[src/rtl/loader_pkg.sv]
// Shared types for the instruction-memory loader: FSM state encoding and byte width.
// Latency: n/a (types and constants only).
// Backpressure: n/a.
package loader_pkg;

  // Loader FSM states; encoding kept explicit so waveforms read the same across tools.
  typedef enum logic [2:0] {
    IDLE  = 3'd0,
    RECV  = 3'd1,
    WRITE = 3'd2,
    DONE  = 3'd3,
    ERROR = 3'd4
  } loader_state_t;

  localparam int BYTE_W = 8;

endpackage

[src/rtl/imem_loader.sv]
// Packs a byte stream little-endian into words and writes them to consecutive RAM addresses, holding the core in reset until done.
// Latency: last byte of a word accepted in cycle N -> wr_en in cycle N+1; BYTES+1 cycles per word at full rate.
// Backpressure: byte_ready high only in RECV; the WRITE cycle and all non-loading states stall the byte stream.
module imem_loader
  import loader_pkg::*;
#(
  parameter int DATA_WIDTH = 32,
  parameter int ADDR_WIDTH = 8
) (
  input  logic                  clk,
  input  logic                  rst,
  input  logic                  start,
  input  logic [ADDR_WIDTH:0]   length,
  input  logic                  byte_valid,
  input  logic [7:0]            byte_data,
  output logic                  byte_ready,
  output logic                  wr_en,
  output logic [ADDR_WIDTH-1:0] wr_addr,
  output logic [DATA_WIDTH-1:0] wr_data,
  output logic                  cpu_rst,
  output logic                  busy,
  output logic                  done,
  output logic                  err
);

  localparam int BYTES = DATA_WIDTH / BYTE_W;
  localparam int BCW   = (BYTES > 1) ? $clog2(BYTES) : 1;

  // DEPTH needs ADDR_WIDTH+1 bits so a full-RAM load is representable.
  localparam logic [ADDR_WIDTH:0] DEPTH     = {1'b1, {ADDR_WIDTH{1'b0}}};
  localparam logic [BCW-1:0]      LAST_BYTE = BCW'(BYTES - 1);

  // A word must be a whole number of bytes for the little-endian packing to make sense.
  generate
    if ((DATA_WIDTH % BYTE_W) != 0 || DATA_WIDTH == 0) begin : g_width_check
      $error("imem_loader: DATA_WIDTH must be a non-zero multiple of 8");
    end
  endgenerate

  loader_state_t         state_q, state_d;
  logic [ADDR_WIDTH:0]   len_q, len_d;
  // One bit wider than the address so a DEPTH-word load ends without wrapping.
  logic [ADDR_WIDTH:0]   word_cnt_q, word_cnt_d;
  logic [BCW-1:0]        byte_cnt_q, byte_cnt_d;
  logic [DATA_WIDTH-1:0] word_q, word_d;

  // Next-state logic: start handling in quiescent states, byte packing in RECV, word commit in WRITE.
  always_comb begin
    state_d    = state_q;
    len_d      = len_q;
    word_cnt_d = word_cnt_q;
    byte_cnt_d = byte_cnt_q;
    word_d     = word_q;

    case (state_q)
      IDLE, DONE, ERROR: begin
        if (start) begin
          if (length == '0) begin
            state_d = DONE;
          end else if (length > DEPTH) begin
            state_d = ERROR;
          end else begin
            state_d    = RECV;
            len_d      = length;
            word_cnt_d = '0;
            byte_cnt_d = '0;
          end
        end
      end

      RECV: begin
        if (byte_valid) begin
          for (int k = 0; k < BYTES; k++) begin
            if (byte_cnt_q == BCW'(k)) begin
              word_d[k*BYTE_W +: BYTE_W] = byte_data;
            end
          end
          byte_cnt_d = byte_cnt_q + BCW'(1);
          if (byte_cnt_q == LAST_BYTE) begin
            state_d = WRITE;
          end
        end
      end

      WRITE: begin
        byte_cnt_d = '0;
        word_cnt_d = word_cnt_q + 1'b1;
        if (word_cnt_d == len_q) begin
          state_d = DONE;
        end else begin
          state_d = RECV;
        end
      end

      default: begin
        state_d = IDLE;
      end
    endcase
  end

  // State and datapath registers; reset discards any partially assembled word.
  always_ff @(posedge clk) begin
    if (rst) begin
      state_q    <= IDLE;
      len_q      <= '0;
      word_cnt_q <= '0;
      byte_cnt_q <= '0;
      word_q     <= '0;
    end else begin
      state_q    <= state_d;
      len_q      <= len_d;
      word_cnt_q <= word_cnt_d;
      byte_cnt_q <= byte_cnt_d;
      word_q     <= word_d;
    end
  end

  // All outputs decode directly from registered state, so they are glitch-free per cycle.
  assign byte_ready = (state_q == RECV);
  assign wr_en      = (state_q == WRITE);
  assign wr_addr    = word_cnt_q[ADDR_WIDTH-1:0];
  assign wr_data    = word_q;
  assign cpu_rst    = (state_q != DONE);
  assign busy       = (state_q == RECV) || (state_q == WRITE);
  assign done       = (state_q == DONE);
  assign err        = (state_q == ERROR);

endmodule

[config.mk]
export PLATFORM = sky130hd
export DESIGN_NAME = imem_loader
export DESIGN_NICKNAME = d
export VERILOG_FILES = /design/src/rtl/loader_pkg.sv /design/src/rtl/imem_loader.sv
export SDC_FILE = /design/constraint.sdc
export NUM_CORES = 1
export LEC_CHECK = 0
export BUFFER_PORTS_ARGS = -buffer_cell sky130_fd_sc_hd__buf_2
export CELL_PAD_IN_SITES_DETAIL_PLACEMENT = 0
export CELL_PAD_IN_SITES_GLOBAL_PLACEMENT = 1
export CORE_MARGIN = 2
export CORE_UTILIZATION = 38
export DETAILED_ROUTE_END_ITERATION = 16
export PLACE_DENSITY = 0.86
export SYNTH_ARGS = -nofsm -noshare
export SYNTH_HDL_FRONTEND = slang
export SYNTH_SLANG_ARGS = --single-unit
[constraint.sdc]
create_clock -name clk -period 2.2 [get_ports clk]
set_input_delay 0.22 -clock clk [delete_from_list [all_inputs] [get_ports clk]]
set_output_delay 0.22 -clock clk [all_outputs]
set_load 0.02 [all_outputs]
## Yosys cells after proc, flatten, opt, wreduce, memory -nomap -nowiden

Cells that the tools add are included.

| word-level totals | value |
|---|---|
| RAM bits | 0 |
| word-level logic and storage cells | 58 |
| bits in latches | 0 |
| memory bits (read-only) | 0 |
| memories | 0 |
| output and inout port bits | 46 |
| register bits | 55 |

| operators by class | value |
|---|---|
| divide/modulo/power cells | 0 |
| bitwise gates (word level) | 2 |
| magnitude comparators | 1 |
| equality and inequality tests | 14 |
| $mul | 0 |
| add/sub/neg operators | 2 |
| shift operators | 0 |
| mux-type cells | 16 |
| reductions and logical operators | 15 |

Operator list:

| cell | count |
|---|---|
| $mux 9 | 3 |
| $pmux 9 s2 | 1 |
| $mux 3 | 5 |
| $reduce_and 3->1 | 5 |
| $mux 2 | 5 |
| $add 9x1->9 const B | 1 |
| $eq 9x9->1 | 1 |
| $gt 9x9->1 const B | 1 |
| $logic_not 9->1 | 1 |
| $pmux 3 s3 | 1 |
| $ne 2x2->1 const B | 4 |
| $reduce_and 4->1 | 2 |
| $eq 3x2->1 const B | 2 |
| $pmux 2 s3 | 1 |
| $reduce_and 5->1 | 1 |
| $eq 2x2->1 const B | 2 |
| $eq 3x1->1 const B | 1 |
| $eq 3x3->1 const B | 1 |
| $logic_not 3->1 | 1 |
| $ne 3x2->1 const B | 1 |
| $reduce_bool 3->1 | 1 |
| $reduce_or 3->1 | 1 |
| $add 2x1->2 const B | 1 |
| $eq 2x1->1 const B | 1 |
| 5 further kinds | 6 |

## Depth between registers and ports, before layout

| depth | value |
|---|---|
| depth after elaboration | 5 |
| depth in mapped cells | 10 |
| depth with buffers taken out | 9 |

## Worst setup path before layout

OpenSTA, ideal clock, no wires.

| timing | value |
|---|---|
| path type | input to register |
| start point | input port length[0] |
| end point | register word_cnt_q[6] |
| cell stages on the path | 9 |
| required time | 2.068 ns |
| arrival | 1.760 ns |
| slack | 0.308 ns |
| buffers on the path | 1 |
| path through | nor4_1 > nand2_1 > ha_1 > or3b_1 > a21oi_1 > a21oi_1 > buf_2 > o21ai_0 > a21oi_1 |

| on the way | value |
|---|---|
| word-level cells in the longest chain between the ends | 3 |
| elaborated cells on any way between the ends | 5 |

RTL lines:

| what | RTL line | RTL |
|---|---|---|
| from (decl) | imem_loader.sv:13 | `input logic [ADDR_WIDTH:0] length,` |
| $gt 9x9->1 or $logic_not 9->1 (tied branches) | imem_loader.sv:60, imem_loader.sv:58 |  |
| $ne 2x2->1 (no source line) | -- |  |
| $reduce_and 4->1 (no source line) * | -- |  |
| to (signal assigned) | imem_loader.sv:112 | `word_cnt_q <= word_cnt_d;` |
| to (decl) | imem_loader.sv:43 | `logic [ADDR_WIDTH:0] word_cnt_q, word_cnt_d;` |

Every way passes the cells marked *; elsewhere a longest branch is shown, timed or not.
A chain may end at the register's enable or synchronous reset.

## Worst setup path in the final report

| timing | value |
|---|---|
| start point | register word_cnt_q[0] |
| end point | register state_q[1] |

| on the way | value |
|---|---|
| word-level cells in the longest chain between the ends | 4 |

RTL lines:

| what | RTL line | RTL |
|---|---|---|
| $add 9x1->9 | imem_loader.sv:87 | `word_cnt_d = word_cnt_q + 1'b1;` |
| $eq 9x9->1 | imem_loader.sv:88 | `if (word_cnt_d == len_q) begin` |
| $mux 2 | imem_loader.sv:88 |  |
| $pmux 3 s3 | imem_loader.sv:55 | `case (state_q)` |
| to (signal assigned) | imem_loader.sv:110 | `state_q <= state_d;` |
| to (decl) | imem_loader.sv:40 | `loader_state_t state_q, state_d;` |

No other way between the ends.

==> impl_metrics.yaml <==
hold_path:
  hp-start: "length[0]"
  worstHoldPathCells: 3
  whs_endpoint: "len_q[0]$_SDFFE_PP0P_"
  hold_class: "primary input to flip-flop"
timing:
  worstMarginPinSlew_ns: 0.555
  slew_headroom_pct: 63.0
  finalCritPeriodShare_pct: 87.8
  fin_skew_ns: 0.0127
  fmax_mhz: 518
  grt_setup_unrepaired: "false"
  hold_violations: 0
  setup_viol: 0
  finalWorstPathRequiredPeriod_ns: 1.93
  report.final.slew_viol_count: 0
drt:
  drt_iter0_drc: 90
  drcViolationCount: 0
  viasPerCell: 5.17
  drtAntennaViolNets: 0
  firstDrtPassIters: 4
  drt_wl_total_um: 6050
  wl_per_cell_um: 13.4
  routed-via-count: 2332
floorplanning:
  start_util_pct: 39.1
  rows: 30
  die_h_um: 87.4
  core_um2: 6760
  die-area_um2: 7630
  fp.dieW_um: 87.4
  ios: 67
synth:
  seq_area_frac_synth_pct: 41.7
  synth_mux_area_share_pct: 6.44
  syn_area_um2: 2640
  synthAdderAreaFrac_pct: 3.32
  synth-warning-count: 0
  avgSynthCellArea_um2: 8.36
  ys_ff_latch: 55
  synth_cell_types: 40
  postSynthCellCount: 316
  synth_compound_area_share_pct: 12.0
  synthSimpleGateAreaFrac_pct: 24.1
  synth_nets: 344
  synth_top_family_by_area: "simple AND/OR/NAND/NOR gates"
  synth_xor_area_share_pct: 4.31
clock_tree:
  cts_tree: "done"
  clock-root-buffer: "clkbuf_8"
  clock_latency_ns: 0.32
  cts_max_level: 2
  path_clk_slew_ns: 0.11
  cts_setup_buffers: 0
  cts_made_buffers: 5
  postCtsHoldBufs: 0
  cts.sinks: 55
  clockBufferDepth: 2
power_and_ir_drop:
  power_density_nw_per_um2: 599
  vdd_drop_max_v: 0.000367
  total_power_uw: 1830
  p_leak_uw: 0.00130
place:
  gp_congestion: 0.798
  placed_cell_area_um2: 2960
  io_buffers: 66
  place_hpwl_um: 4440
worst_setup_path:
  cp_max_fo: 8
  reg2reg_from: "word_cnt_q[0]$_SDFFE_PP0P_"
  worstSetupStartpointType: "flip-flop"
  worstPathArrival_ns: 2.15
  rr_endpoint: "state_q[1]$_SDFFE_PP0P_"
  worst-r2r-cell-count: 6
  criticalPathCategory: "flip-flop to flip-flop"
  rrSetupSlack_ns: 0.27
  cp-end-kind: "flip-flop"
  cp.required_ns: 2.41
final_layout:
  num-fill-cells: 708
  fin_nets: 398
  antennaDiodeCount: 0
  design_area_um2: 3060
  layout-drive-gt1-share_pct: 24.0
  area_growth_pct: 15.9
grt:
  use_met3_pct: 4.17
  track_usage_pct: 15.9
  use_met1_pct: 20.0
  antenna_found_initial: 0
  grt_max_degree: 30
  grt_busiest_layer: "met2"
  grt_pass1_wl_um: 9690
  overflow: 0
  use_met2_pct: 26.6
  grt_pass1_vias: 2057
outcome:
  status: "finished clean"
flow_run:
  cap_viol_max_count: 0
kinds of logic (layout without fill, tap and decap cells):
group | after synthesis | in the layout
adder cells (fa/ha/maj) | 7 | 7
XOR/XNOR | 13 | 13
flip-flops | 55 | 55
buffers and inverters | 38 | 93
AO/OA/AOI/OAI | 56 | 56
AND/OR/NAND/NOR | 130 | 130
multiplexers | 17 | 17
synthesized netlist by cell type (all sizes together):
library cell   n  share of area (%)
dfxtp         55                 42
nand2b         1               0.24
inv           10                1.4
ha             7                3.3
nor4           5                1.2
mux2i         17                6.4
xnor2          9                3.0
and3           3               0.90
a211oi         2               0.57
nand3b         1               0.28
nand4          2               0.47
o21ai          6                1.1
and2           3               0.71
nand2         38                5.5
a21oi         38                7.2
o22a           1               0.33
buf           18                5.4
o32ai          1               0.33
and4           3               0.99
nor3b          1               0.71
xor2           4                1.3
o211a          2               0.76
a31oi          3               0.71
a2bb2oi        1               0.33
or3            5                1.2
a22oi          1               0.28
or3b           1               0.33
o311ai         1               0.33
nand3         35                6.6
clkbuf        10                1.4
nor2          28                4.0
nor3           3               0.57
and2b          1               0.38
flip-flops by register name (all words and copies together) (netlist names):
signal      flops
byte_cnt_q      2
len_q           9
state_q         3
word_cnt_q      9
wr_data        32
critical path: stages (launching register included):
cell,delay (ns)
dfxtp_1,0.49
ha_1,0.21
and3_1,0.19
nand3_1,0.21
nor4_1,0.33
nor4_1,0.10
o32ai_1,0.30
metrics by stage:
step | utilization [%] | std cells | hold WS, ns | setup TNS (ns) | worst slack, ns
after CTS | 45.2 | 451 | 0.147 | 0 | 0.145
after global placement | 43.8 | 443 | 0.441 | -0.327 | -0.0800
after detailed placement | 43.8 | 443 | 0.444 | -1.33 | -0.177
final | 45.3 | 451 | 0.151 | 0 | 0.269
after floorplan | - | 316 | 0.367 | 0 | 0.308
after global routing | 45.3 | 451 | 0.180 | 0 | 0.0106
layer usage:
| layer | wire [um] | part of all wire (%) |
|---|---|---|
| met5 | 0 | 0 |
| met1 | 2730 | 45 |
| met2 | 2810 | 46 |
| met4 | 108 | 1.8 |
| met3 | 393 | 6.5 |
layout make-up:
| class | count | area (um^2) | area share, % |
|---|---|---|---|
| clock buffer | 5 | 68.8 | 2.25 |
| sequential | 55 | 1100 | 36.0 |
| multi-input combinational | 223 | 1330 | 43.4 |
| inverter | 10 | 37.5 | 1.23 |
| timing repair buffer | 75 | 398 | 13.0 |
| clock inverter | 3 | 27.5 | 0.899 |
| tap | 80 | 100 | 3.27 |
report_power, final:
group / internal, uW / total, uW / switching (uW) / leakage [uW]
Sequential: 1020 / 1030 / 19.2 / 0.000445
Combinational: 80.1 / 208 / 128 / 0.000806
Clock: 235 / 591 / 357 / 0.0000463
Total: 1330 / 1830 / 504 / 0.00130
timing repair:
action	CTS	global route
hold endpoints to repair	0	0
gates resized for setup	0	1
setup endpoints to repair	0	11
cell usage in the layout, fill, tap and decap left out, types with 2 or more instances in the layout:
master and instances:
and3_1 2, a21oi_1 37, xnor2_1 9, and4_1 3, nor3_1 3, or3_1 5, mux2i_1 17, nand3_1 35
dfxtp_1 55, nor2_1 28, xor2_1 4, nor4_1 5, nand4_1 2, inv_1 9, o211a_1 2, buf_2 66
a31oi_1 3, clkbuf_8 5, a211oi_1 2, o21ai_0 4, ha_1 7, and2_1 3, o21ai_1 2, nand2_1 37
buf_4 9
worst max path at each step:
stage,from,endpoint,slack [ns],cells past startpoint
after floorplan,length[0],word_cnt_q[6]$_SDFFE_PP0P_,0.31,9
after CTS,length[0],word_cnt_q[6]$_SDFFE_PP0P_,0.14,10
after global placement,length[0],word_cnt_q[5]$_SDFFE_PP0P_,-0.08,10
after global routing,length[0],word_cnt_q[6]$_SDFFE_PP0P_,0.01,9
final,word_cnt_q[0]$_SDFFE_PP0P_,state_q[1]$_SDFFE_PP0P_,0.27,6
after detailed placement,length[0],word_cnt_q[5]$_SDFFE_PP0P_,-0.18,10
Power figures use the tool's default switching activity.
